### src/rtl/adc_acq_selftrig_seq.sv
// Self-triggered ADC acquisition sequencer: orders the fill header, waveform
// headers, data bursts and checksum into the DDR3 write path of one fill.
module adc_acq_selftrig_seq #(
  parameter int unsigned ADR_LIMIT = 32'd8388607
) (
  input  logic        clk,
  input  logic        reset,
  input  logic        acq_enable,
  input  logic        acq_trig,
  input  logic        fifo_ready,
  input  logic [13:0] async_num_bursts,
  input  logic [22:0] max_waveforms,
  output logic        select_fill_hdr,
  output logic        select_waveform_hdr,
  output logic        select_dat,
  output logic        select_checksum,
  output logic        checksum_init,
  output logic        checksum_update,
  output logic [22:0] num_fill_bursts,
  output logic [22:0] current_waveform_num,
  output logic [22:0] waveform_start_adr,
  output logic        wr_en,
  output logic        acq_busy,
  output logic        fill_done,
  output logic [15:0] drop_cnt
);

  typedef enum logic [2:0] {
    S_IDLE     = 3'd0,
    S_ARMED    = 3'd1,
    S_WFM_HDR  = 3'd2,
    S_DATA     = 3'd3,
    S_FILL_HDR = 3'd4,
    S_CHECKSUM = 3'd5,
    S_DONE     = 3'd6
  } state_t;

  localparam logic [23:0] LIMIT = 24'(ADR_LIMIT);

  state_t      state_r;
  state_t      next_state_s;
  logic        enable_d_r;
  logic        en_low_seen_r;
  logic [22:0] burst_cnt_r;
  logic [22:0] wfm_cnt_r;
  logic [13:0] data_left_r;
  logic        fill_start_s;
  logic        end_s;
  logic        accept_s;
  logic        drop_s;
  logic        wfm_done_s;
  logic [23:0] span_s;

  assign current_waveform_num = wfm_cnt_r;

  // Next-state decode, trigger acceptance and end-of-fill conditions.
  always_comb begin
    next_state_s = state_r;
    fill_start_s = 1'b0;
    accept_s     = 1'b0;
    wfm_done_s   = 1'b0;
    span_s       = {1'b0, burst_cnt_r} + {10'd0, async_num_bursts} + 24'd2;
    end_s        = (~acq_enable)
                 | ((max_waveforms != 23'd0) & (wfm_cnt_r == max_waveforms))
                 | (span_s > LIMIT);
    case (state_r)
      S_IDLE: begin
        // en_low_seen_r keeps an enable held high through reset from starting a fill
        if (acq_enable && !enable_d_r && en_low_seen_r) begin
          fill_start_s = 1'b1;
          next_state_s = S_ARMED;
        end else begin
          next_state_s = S_IDLE;
        end
      end
      S_ARMED: begin
        if (end_s) begin
          next_state_s = S_FILL_HDR;
        end else if (acq_trig && fifo_ready) begin
          accept_s     = 1'b1;
          next_state_s = S_WFM_HDR;
        end else begin
          next_state_s = S_ARMED;
        end
      end
      S_WFM_HDR: begin
        if (async_num_bursts == 14'd0) begin
          wfm_done_s   = 1'b1;
          next_state_s = S_ARMED;
        end else begin
          next_state_s = S_DATA;
        end
      end
      S_DATA: begin
        if (data_left_r == 14'd1) begin
          wfm_done_s   = 1'b1;
          next_state_s = S_ARMED;
        end else begin
          next_state_s = S_DATA;
        end
      end
      S_FILL_HDR: next_state_s = S_CHECKSUM;
      S_CHECKSUM: next_state_s = S_DONE;
      S_DONE: begin
        if (!acq_enable) begin
          next_state_s = S_IDLE;
        end else begin
          next_state_s = S_DONE;
        end
      end
      default: next_state_s = S_IDLE;
    endcase
    drop_s = acq_trig & ~accept_s;
  end

  // State register, fill counters and registered mux controls.
  always_ff @(posedge clk) begin
    if (reset) begin
      state_r             <= S_IDLE;
      enable_d_r          <= 1'b0;
      en_low_seen_r       <= 1'b0;
      burst_cnt_r         <= 23'd0;
      wfm_cnt_r           <= 23'd0;
      data_left_r         <= 14'd0;
      select_fill_hdr     <= 1'b0;
      select_waveform_hdr <= 1'b0;
      select_dat          <= 1'b0;
      select_checksum     <= 1'b0;
      checksum_init       <= 1'b0;
      checksum_update     <= 1'b0;
      num_fill_bursts     <= 23'd0;
      waveform_start_adr  <= 23'd0;
      wr_en               <= 1'b0;
      acq_busy            <= 1'b0;
      fill_done           <= 1'b0;
      drop_cnt            <= 16'd0;
    end else begin
      state_r    <= next_state_s;
      enable_d_r <= acq_enable;
      if (!acq_enable) en_low_seen_r <= 1'b1;

      select_fill_hdr     <= (next_state_s == S_FILL_HDR);
      select_waveform_hdr <= (next_state_s == S_WFM_HDR);
      select_dat          <= (next_state_s == S_DATA);
      select_checksum     <= (next_state_s == S_CHECKSUM);
      checksum_update     <= (next_state_s == S_DATA);
      checksum_init       <= fill_start_s;
      acq_busy            <= (next_state_s != S_IDLE);
      fill_done           <= (next_state_s == S_DONE) && (state_r != S_DONE);
      wr_en <= select_fill_hdr | select_waveform_hdr | select_dat | select_checksum;

      if (fill_start_s) begin
        burst_cnt_r     <= 23'd1;
        wfm_cnt_r       <= 23'd0;
        drop_cnt        <= 16'd0;
        num_fill_bursts <= 23'd0;
      end else begin
        if (drop_s && (drop_cnt != 16'hFFFF)) drop_cnt <= drop_cnt + 16'd1;
        if ((state_r == S_WFM_HDR) || (state_r == S_DATA)) burst_cnt_r <= burst_cnt_r + 23'd1;
        if (wfm_done_s) wfm_cnt_r <= wfm_cnt_r + 23'd1;
        // the extra burst accounts for the trailing checksum
        if ((next_state_s == S_FILL_HDR) && (state_r != S_FILL_HDR)) begin
          num_fill_bursts <= burst_cnt_r + 23'd1;
        end
      end

      if (accept_s) waveform_start_adr <= burst_cnt_r;
      if (state_r == S_WFM_HDR) begin
        data_left_r <= async_num_bursts;
      end else if (state_r == S_DATA) begin
        data_left_r <= data_left_r - 14'd1;
      end
    end
  end

endmodule

### config.mk
export PLATFORM = sky130hd
export DESIGN_NAME = adc_acq_selftrig_seq
export DESIGN_NICKNAME = d
export VERILOG_FILES = /design/src/rtl/adc_acq_selftrig_seq.sv
export SDC_FILE = /design/constraint.sdc
export NUM_CORES = 1
export LEC_CHECK = 0
export ABC_AREA = 1
export CELL_PAD_IN_SITES_DETAIL_PLACEMENT = 1
export CELL_PAD_IN_SITES_GLOBAL_PLACEMENT = 2
export CORE_MARGIN = 4
export CORE_UTILIZATION = 30
export DETAILED_ROUTE_END_ITERATION = 12
export PLACE_DENSITY = 0.79
export SLEW_MARGIN = 30
export SYNTH_ARGS = -nofsm -noshare
export SYNTH_HDL_FRONTEND = slang
export SYNTH_SLANG_ARGS = --single-unit
### constraint.sdc
create_clock -name clk -period 4.2 [get_ports clk]
set_input_delay 0.42 -clock clk [delete_from_list [all_inputs] [get_ports clk]]
set_output_delay 0.42 -clock clk [all_outputs]
set_load 0.05 [all_outputs]
==> key figures <==
Outcome
  – Status: completed

Worst hold path
  – Hold Crit Class: flip-flop to flip-flop

GRT
  – Grt total ovfl: 0
  – Vias in the first global route: 7,638
  – First-pass GRT wire length: 40,800 um
  – Initial antenna violation count: 1
  – Pin count of the biggest net entering global routing: 52
  – Met2 global-route usage: 0.300
  – Global routing usage on met3: 0.0405
  – Tot GR Track Use: 0.180
  – Gr busiest metal: met2
  – Met1 Use GR: 0.239

Yosys
  – Mapped Cells: approximately 1.1k
  – Synth area leaders: dfxtp_1 36%, nand2_1 11%, nor2_1 8.6%, inv_1 6.1%, a21oi_1 5.4%
  – Main synth FF type: dfxtp_1
  – Synthesized flop and latch total: roughly 140
  – Post-synth EDFFs: 0
  – Synthesized area: 7560 sq um
  – Warnings, synthesis: 0
  – Syn Nets: around 1.2k
  – Sequential-to-total area share from yosys stat: 0.358
  – Synth async-reset ratio: 0
  – Synth area leader: dfxtp_1
  – Syn Area/Cell: between 6 and 7 sq um
  – Top-area cell type share of the netlist area: 0.358
  – Netlist cell types: between 40 and 50

Setup path
  – Worst EP arrival: 3.26 ns
  – Crit Path Category: primary input to flip-flop
  – CP Data Required Time: approximately 4.5 ns
  – Crit. End Element: flip-flop
  – Element type at the critical path start: primary input
  – CP Max Fanout: 43

Placed design
  – PortBufs: approximately 140
  – Placed cell area: 9170 sq um
  – Gpl congestion: 0.800
  – Setup WS pre-CTS: about 0.76 ns
  – Post-DP HPWL: about 19,000 um

Detailed routing
  – Post-route ant nets: 0
  – Wire length per cell: 16.0 um
  – DRT Pass-1 Iters: 4
  – DRC errors left: 0
  – WL final: ~25,000 um
  – Vias per cell: approximately 4.7
  – DR iter-0 viols: 319
  – Vias post-DR: around 7.3k

Cells and area
  – Commonest non-fill, non-tap cell in the layout: nand2_1
  – Fraction of final layout cells sized beyond drive strength 1: 0.0721
  – Area grow syn2layout: 29.5%
  – Final instance area: ~9800 sq um
  – Fillers: approximately 3.1k
  – # nets final: about 1.3k
  – Most frequent cells in the layout: 215 x nand2_1, 173 x nor2_1, 135 x dfxtp_1

STA
  – Final Critical Period: between 2 and 3 ns
  – Max_slew headroom: 0.425
  – Final Cycle Share: 0.706
  – Worst Skew: 0.00961 ns
  – Endpoints failing setup: 0
  – Slew Limit Fails: 0
  – RSZ-0062 raised after global routing: false
  – Worst-margin pin slew: 0.861 ns
  – Setup ws final: roughly 1.2 ns
  – Post-route setup TNS: 0 ns
  – Fin. Hold Viols: 0
  – Max Freq: between 300 and 400 MHz

Floorplanning
  – Row Count: between 50 and 60
  – Die area: about 28,000 sq um
  – Initial Utilization: 0.308
  – I/O pin total: roughly 140
  – DIE WIDTH: roughly 170 um
  – Chip height: roughly 170 um
  – Core area: approximately 25,000 sq um

Power
  – Leak: approximately 0.004 uW
  – Max IR drop VDD: ~0.25 mV
  – Final Total Pwr: roughly 3300 uW
  – PD cells: 341 nW/um^2

CTS
  – CTS Buf Count: 17
  – # clock sinks: between 100 and 150
  – CTS Hold Bufs: 0
  – Clock root buffer: clkbuf_16
  – Clock transition at path regs: around 0.060 ns
  – Setup Buffers After CTS: 0
  – # resized after CTS: 0
  – TritonCTS clock tree: yes
  – Clock buffer depth: 2
  – Worst-Skew Late Latency: about 0.43 ns
  – CTS H-tree depth: 4

Run
  – Max-cap viol count: 0
-- synthesized netlist by cell type (10+ instances only) --
library cell and instances:
a21oi_1 82, a31oi_1 10, buf_2 17, clkbuf_1 14, dfxtp_1 135, ha_1 32
inv_1 123, nand2_1 215, nand2_2 11, nand3_1 30, nand4_1 36, nor2_1 174
nor3_1 21, o21ai_0 54, xnor2_1 18, xor2_1 43
-- metrics by stage --
step | hold WS (ns) | util | cells
finish | 0.445 | 0.399 | 1546
global route | 0.474 | 0.399 | 1546
CTS | 0.449 | 0.399 | 1545
detailed placement | 0.440 | 0.374 | 1513
global placement | 0.440 | 0.374 | 1513
floorplan | 0.441 | - | 1090
-- registers in the layout, indices dropped and copies added, names as in the netlist, 3 cells and up --
name / cells
burst_cnt_r: 23
num_fill_bursts: 23
state_r: 3
waveform_start_adr: 23
drop_cnt: 16
current_waveform_num: 23
data_left_r: 14
-- critical path: stages --
cell and delay [ns]:
clkdlybuf4s50_1 0.50, inv_1 0.07, ha_1 0.27, inv_1 0.04
ha_1 0.19, fa_1 0.36, nand2_1 0.08, nand3_1 0.06
nand2_1 0.06, nand2_1 0.06, nand2_1 0.12, nand4_4 0.35
buf_4 0.42, a21oi_1 0.19, nor2_1 0.05
-- cells by family after synthesis --
kind of cell | count (synthesis) | synth area share
xor+xnor | 61 | 0.0707
buf+inv | 178 | 0.0962
compound gates | 167 | 0.121
fa+ha+maj | 33 | 0.0556
flops | 135 | 0.358
simple gates | 516 | 0.299
-- final timing paths --
kind                                       startpoint                      to  slack (ns)  cells past startpoint
worst max register to register        burst_cnt_r[12]  waveform_start_adr[16]        1.28                     14
worst max-delay path              async_num_bursts[1]  waveform_start_adr[22]        1.23                     15
worst min-delay path            waveform_start_adr[4]   waveform_start_adr[4]        0.45                      2
worst min register to register  waveform_start_adr[4]   waveform_start_adr[4]        0.45                      2
-- routing by layer --
metal / vias to the layer above / wire (um)
li1: 3757 / -
met1: 3432 / 12000
met2: 115 / 11500
met3: 18 / 990
met4: 0 / 289
met5: - / 0
-- power by group --
| group | leakage [uW] | internal, uW | switching [uW] |
|---|---|---|---|
| Sequential | 0.00109 | 1310 | 29.5 |
| Clock | 0.000305 | 967 | 639 |
| Combinational | 0.00249 | 137 | 255 |
| Total | 0.00389 | 2420 | 923 |
-- cell type report --
cell class	count	area (sq um)	area share
clock inverter	14	184	0.0188
clock buffer	18	439	0.0449
sequential	135	2700	0.276
inverter	132	495	0.0506
timing repair buffer	145	1420	0.145
tap	324	405	0.0414
antenna	1	2.50	0.000256
multi-input combinational	777	4140	0.423
No activity file was read; power rests on OpenSTA's default activity.
